### config.mk
export PLATFORM = sky130hd
export DESIGN_NAME = fpu_sched
export DESIGN_NICKNAME = d
export VERILOG_FILES = /design/src/rtl/fpu_sched.sv
export SDC_FILE = /design/constraint.sdc
export NUM_CORES = 1
export LEC_CHECK = 0
export BUFFER_PORTS_ARGS = -buffer_cell sky130_fd_sc_hd__buf_2
export CORE_MARGIN = 5
export CORE_UTILIZATION = 44
export DETAILED_ROUTE_END_ITERATION = 7
export GPL_ROUTABILITY_DRIVEN = 0
export GPL_TIMING_DRIVEN = 0
export PLACE_DENSITY = 0.81
export SKIP_CTS_REPAIR_TIMING = 1
export SYNTH_ARGS = -nofsm -noshare
export SYNTH_HDL_FRONTEND = slang
export SYNTH_SLANG_ARGS = --single-unit
### constraint.sdc
create_clock -name clk -period 2.2 [get_ports clk]
set_clock_uncertainty 0.05 [all_clocks]
set_input_delay 0.22 -clock clk [delete_from_list [all_inputs] [get_ports clk]]
set_output_delay 0.22 -clock clk [all_outputs]
set_load 0.05 [all_outputs]
### src/rtl/fpu_sched.sv
// fpu_sched: arbitrates two requesters onto one shared FP adder/divider pair.
// Only one operation is in flight at a time. Grant is round-robin, and a lone
// requester always wins. The module captures the operands, starts the shared
// units, waits a fixed latency, latches the selected unit's result and pulses
// done to the owner.
//
// Ports
//   clk, rst_n           clock, asynchronous active-low reset
//   req0/req1            requests, held by the requester until its done
//   op0/op1              0 = add, 1 = divide
//   a0,b0,a1,b1          IEEE-754 single operands
//   gnt0/gnt1            one-cycle pulse: operands captured
//   done0/done1          one-cycle pulse: res valid for that requester
//   res                  result of the last completed operation
//   busy                 high whenever not idle
//   dp_a, dp_b, dp_sel   registered operands / unit select (0 add, 1 div)
//   dp_start             one-cycle start pulse to the shared units
//   sum_res, div_res     results returned by the shared units
module fpu_sched #(
  parameter int unsigned DIV_LAT = 24,
  parameter int unsigned ADD_LAT = 1
) (
  input  logic        clk,
  input  logic        rst_n,
  input  logic        req0,
  input  logic        req1,
  input  logic        op0,
  input  logic        op1,
  input  logic [31:0] a0,
  input  logic [31:0] b0,
  input  logic [31:0] a1,
  input  logic [31:0] b1,
  output logic        gnt0,
  output logic        gnt1,
  output logic        done0,
  output logic        done1,
  output logic [31:0] res,
  output logic        busy,
  output logic [31:0] dp_a,
  output logic [31:0] dp_b,
  output logic        dp_sel,
  output logic        dp_start,
  input  logic [31:0] sum_res,
  input  logic [31:0] div_res
);

  typedef enum logic [1:0] {
    IDLE = 2'd0,
    RUN  = 2'd1,
    DONE = 2'd2
  } state_e;

  localparam logic [7:0] DIV_CNT = 8'(DIV_LAT);
  localparam logic [7:0] ADD_CNT = 8'(ADD_LAT);

  state_e      state_q, state_d;
  logic        ptr_q, ptr_d;
  logic        owner_q, owner_d;
  logic [7:0]  cnt_q, cnt_d;
  logic        gnt0_q, gnt0_d;
  logic        gnt1_q, gnt1_d;
  logic        done0_q, done0_d;
  logic        done1_q, done1_d;
  logic        start_q, start_d;
  logic        sel_q, sel_d;
  logic [31:0] dpa_q, dpa_d;
  logic [31:0] dpb_q, dpb_d;
  logic [31:0] res_q, res_d;
  logic        win;

  always_ff @(posedge clk or negedge rst_n) begin
    if (!rst_n) begin
      state_q <= IDLE;
      ptr_q   <= 1'b0;
      owner_q <= 1'b0;
      cnt_q   <= '0;
      gnt0_q  <= 1'b0;
      gnt1_q  <= 1'b0;
      done0_q <= 1'b0;
      done1_q <= 1'b0;
      start_q <= 1'b0;
      sel_q   <= 1'b0;
      dpa_q   <= '0;
      dpb_q   <= '0;
      res_q   <= '0;
    end else begin
      state_q <= state_d;
      ptr_q   <= ptr_d;
      owner_q <= owner_d;
      cnt_q   <= cnt_d;
      gnt0_q  <= gnt0_d;
      gnt1_q  <= gnt1_d;
      done0_q <= done0_d;
      done1_q <= done1_d;
      start_q <= start_d;
      sel_q   <= sel_d;
      dpa_q   <= dpa_d;
      dpb_q   <= dpb_d;
      res_q   <= res_d;
    end
  end

  always_comb begin
    state_d = state_q;
    ptr_d   = ptr_q;
    owner_d = owner_q;
    cnt_d   = cnt_q;
    gnt0_d  = 1'b0;
    gnt1_d  = 1'b0;
    done0_d = 1'b0;
    done1_d = 1'b0;
    start_d = 1'b0;
    sel_d   = sel_q;
    dpa_d   = dpa_q;
    dpb_d   = dpb_q;
    res_d   = res_q;
    // The pointer only breaks ties; a lone requester wins outright.
    win     = (req0 && req1) ? ptr_q : req1;

    unique case (state_q)
      IDLE: begin
        if (req0 || req1) begin
          owner_d = win;
          ptr_d   = ~win;
          gnt0_d  = ~win;
          gnt1_d  = win;
          start_d = 1'b1;
          sel_d   = win ? op1 : op0;
          dpa_d   = win ? a1 : a0;
          dpb_d   = win ? b1 : b0;
          cnt_d   = (win ? op1 : op0) ? DIV_CNT : ADD_CNT;
          state_d = RUN;
        end
      end
      RUN: begin
        cnt_d = cnt_q - 8'd1;
        // Capture on the edge that takes the counter to zero. The done flag
        // is registered here, so it is high for exactly the DONE cycle.
        if (cnt_q <= 8'd1) begin
          cnt_d   = '0;
          res_d   = sel_q ? div_res : sum_res;
          done0_d = ~owner_q;
          done1_d = owner_q;
          state_d = DONE;
        end
      end
      DONE: begin
        state_d = IDLE;
      end
      default: begin
        state_d = IDLE;
      end
    endcase
  end

  assign gnt0     = gnt0_q;
  assign gnt1     = gnt1_q;
  assign done0    = done0_q;
  assign done1    = done1_q;
  assign res      = res_q;
  assign busy     = (state_q != IDLE);
  assign dp_a     = dpa_q;
  assign dp_b     = dpb_q;
  assign dp_sel   = sel_q;
  assign dp_start = start_q;

endmodule

# Word level (Yosys, flattened, before mapping)
# Cells that the tools add are included.
[totals]
reg_bits = 114
in_bits = 198
out_inout_bits = 103
wordCells = 51
[classes]
addsub = 1
order_cmp = 1
n_eq_ne = 3
muxes = 22
n_bitwise = 2
n_reduce_logical = 9
[op_table]
columns = ["op", "n"]
rows = [
  ["$mux W32", 3],
  ["$mux W8", 2],
  ["$pmux W8 S2", 1],
  ["$mux W1", 12],
  ["$le A8 B1 Y1 const B", 1],
  ["$reduce_and A2 Y1", 4],
  ["$sub A8 B1 Y8 const B", 1],
  ["$mux W5", 1],
  ["$mux W2", 2],
  ["$ne A2 B2 Y1 const B", 2],
  ["$pmux W2 S2", 1],
  ["$reduce_bool A2 Y1", 2],
  ["$eq A2 B1 Y1 const B", 1],
  ["$logic_not A2 Y1", 1],
  ["$not A1 Y1", 2],
  ["$logic_and A1 B1 Y1", 1],
  ["$logic_or A1 B1 Y1", 1],
]

# Logic depth before layout (Yosys ltp)
[depth]
depth_word = 6
depth_mapped = 8
depth_no_buf = 6

# Worst setup path before layout
# No wires, ideal clock.
[synth_timing]
path_type = "register to register"
startpoint = "register cnt_q[0]"
endpoint = "register res_q[22] (netlist: res[22])"
setup_ns = 0.083
t_arrival_ns = 1.728
t_required_ns = 2.067
path_slack_ns = 0.340
stages_incl_launch_ff = 9
path_buffers = 2
synth_period_minus_slack_ns = 1.860
path_cell_list = "dfrtp_1 inv_1 ha_1 or2_2 nand4_1 clkbuf_1 clkbuf_1 nand2_1 o21ai_0"
[synth_between]
elab_chain_len = 2
[synth_rtl]
columns = ["item", "line", "rtl"]
rows = [
  ["start: declaration", "59", "logic [7:0] cnt_q, cnt_d;"],
  ["start signal: assignment", "90", "cnt_q <= cnt_d;"],
  ["$le A8 B1 Y1", "139", "if (cnt_q <= 8'd1) begin"],
  ["$reduce_and A2 Y1 (no line)", "--", ""],
  ["end signal: assignment", "99", "res_q <= res_d;"],
  ["end: declaration", "68", "logic [31:0] res_q, res_d;"],
]
# No other way between the ends.
# A chain may end at the register's enable or synchronous reset.

# Worst setup path in the final report
[layout_timing]
startpoint = "register state_q[0]"
endpoint = "register dpb_q[7] (netlist: dp_b[7])"
[layout_between]
elab_chain_len = 2
[layout_rtl]
columns = ["item", "line", "rtl"]
rows = [
  ["start: declaration", "56", "state_e state_q, state_d;"],
  ["start signal: assignment", "87", "state_q <= state_d;"],
  ["$logic_not A2 Y1", "120", "unique case (state_q)"],
  ["$reduce_and A2 Y1 (no line)", "--", ""],
  ["end signal: assignment", "98", "dpb_q <= dpb_d;"],
  ["end: declaration", "67", "logic [31:0] dpb_q, dpb_d;"],
]
# No other way between the ends.

==> reports/results.ini <==
[cells_and_area]
finalNetCount=1016
drive_above_1_share=0.435
syn2layout_area_growth_pct=52.5
post-route-util=0.684

[synth]
ys_async_sr_fraction=1.00
synthTopCellsByArea=dfrtp_1 56%, mux2i_1 12%, a221o_1 7.2%, o21ai_0 6.0%, nand2_1 5.0%
netlist_area_sq_um=5120
syn-num-nets=663
yosysMostFrequentCell=dfrtp_1
syn-instance-count=463
post-synth-top-area-cell=dfrtp_1
avgSynthCellArea_sq_um=11.1
yosys_warnings=0
yosysTopAreaCellShare=0.557
ys_top_cells_by_count=114 x dfrtp_1, 68 x nand2_1, 61 x o21ai_0, 59 x mux2i_1, 37 x a221o_1
yosysSeqAreaShare=0.557
ys_ff_latch=114
synth.distinct_cells=39
ys.flop_type=dfrtp_1
synth_edf_count=0

[grt]
grt-ovfl-total=0
antenna_found_initial=1
grt_usage=0.231
grt_pass1_vias=5197
grt_start_max_net_pins=60
grt_pass1_wl_um=26200

[pwr]
power_density_nw_per_um2=1880
irDropWorstVdd_mv=1.11
p_leak_uw=0.00423

[routing]
antenna_left=0
drcViolationCount=0
drt_iter0_drc=252
vias_per_cell=5.18
first_pass_iters=5
wl_per_cell_um=17.2
via_count=5038
totalWireLength_um=16700

[timing]
fin_crit_ns=2.06
setup_slack_ns=0.139
hold_violations=4
finalCritPeriodShare=0.937
worst_pin_slew_ns=0.757
hold_ws_ns=-0.00758
grt_setup_unrepaired=false
drv_slew=0
finalSetupViolCount=0
clock.fmax_ghz=0.485
relSlewSlack=0.495

[clocking]
cts_max_level=4
clk_transition_reported_paths_ns=0.06
cts_buffers=17
clockBufferDepth=2
clock_sinks=114
tritoncts=yes
cts_root_buf=clkbuf_16
clk_latency_ns=0.40

[flow_run]
maxCapViolCount=0

[critical_path]
arrival_ns=2.29
critPathLaunchType=flop
reg2reg_depth=7
reg2reg_from=state_q[0]
worstReg2RegEnd=dp_b[7]
path_max_fanout=10
critPathKind=reg -> reg
end_kind=flop
rrSetupSlack_ns=0.14
worstPathRequired_ns=2.43

[placed_design]
portBuffers=300
place_ws_ns=-0.0732
dp_hpwl_um=12600

[worst_hold_path]
min_to=dp_a[16]
hp-start=a1[16]
hold_path_depth=2
hold_class=in -> reg

[run_status]
violations=hold timing
status=finished, violations left

[die]
fp-row-count=39
die_w_um=118
dieArea_sq_um=13900
start_util=0.449
core-area_sq_um=11400
dieHeight_um=118
io_pins=301

final cells by class:
class | instances | area (sq um)
sequential | 114 | 2850
clock inverter | 12 | 180
antenna | 1 | 2.50
clock buffer | 20 | 447
fill | 859 | 3610
multi-input combinational | 312 | 2090
inverter | 4 | 15.0
tap | 143 | 179
timing repair buffer | 334 | 1860
buffer | 33 | 178
flip-flops by register name, indices dropped and copies added, names as in the netlist:
register	count
cnt_q	8
done0	1
done1	1
dp_a	32
dp_b	32
dp_sel	1
dp_start	1
gnt0	1
gnt1	1
owner_q	1
ptr_q	1
res	32
state_q	2
stage by stage:
step	instance area (sq um)	TNS (ns)	instances	hold slack (ns)	total power, uW
2_1_floorplan	5120	0	463	-0.126	9630
6_report	7810	0	973	-0.00758	14700
3_5_place_dp	6830	-1.29	907	0.280	11800
4_1_cts	7460	-1.97	939	-0.160	14700
5_1_grt	7810	0	973	-0.0184	15500
3_3_place_gp	6800	-41.14	906	0.399	11500
worst max path at each step:
stage,from,end,slack (ns),depth (start not counted)
2_1_floorplan,cnt_q[0],res[22],0.34,8
3_3_place_gp,rst_n,dp_a[25],-0.37,1
3_5_place_dp,cnt_q[0],res[5],-0.07,8
4_1_cts,cnt_q[0],res[5],-0.1,8
5_1_grt,state_q[0],dp_b[6],0.02,7
6_report,state_q[0],dp_b[7],0.14,7
power breakdown:
| part | total, uW | switching, uW | internal (uW) |
|---|---|---|---|
| clock | 2880 | 950 | 1930 |
| sequential | 3700 | 553 | 3150 |
| combinational | 8100 | 5750 | 2350 |
| total | 14700 | 7250 | 7430 |
layout by cell type, fill, tap and decap left out, drive strengths merged, types with 3 or more instances in the layout:
| master | Yosys | final |
|---|---|---|
| buf | 14 | 315 |
| dfrtp | 114 | 114 |
| nand2 | 68 | 68 |
| o21ai | 61 | 61 |
| mux2i | 59 | 59 |
| clkbuf | 19 | 39 |
| a221o | 37 | 37 |
| and2 | 37 | 37 |
| dlygate4sd3 | 0 | 33 |
| nor3 | 6 | 6 |
| inv | 4 | 6 |
| a21oi | 5 | 5 |
| nand3 | 5 | 5 |
| nor2 | 4 | 4 |
| bufinv | 0 | 4 |
| clkinv | 0 | 4 |
| nand2b | 3 | 3 |
per-layer routing:
metal  share of wire  global-route usage  vias to the layer above
li1                -                   -                     2371
met3           0.078              0.0730                       29
met1            0.38               0.269                     2412
met4           0.024              0.0875                        0
met5               0                   0                        -
met2            0.52               0.396                      226
logic make-up (layout without fill, tap and decap cells):
group / after synthesis / in the layout / share of synthesized area
multiplexers: 59 / 59 / 0.115
flip-flops: 114 / 114 / 0.557
AO/OA/AOI/OAI: 114 / 114 / 0.154
AND/OR/NAND/NOR: 135 / 135 / 0.131
adder cells (fa/ha/maj): 2 / 2 / 0.00488
buffers and inverters: 37 / 403 / 0.0352
other: 0 / 1 / 0
XOR/XNOR: 2 / 2 / 0.00342
worst max-delay path: stages, from the launching register on:
cell and delay, ns:
dfrtp_1 0.42, nor3_2 0.34, or3_1 0.19, buf_6 0.14, nor2_1 0.08, buf_4 0.18
buf_4 0.18, a221o_1 0.36
Power figures use the tool's default switching activity.
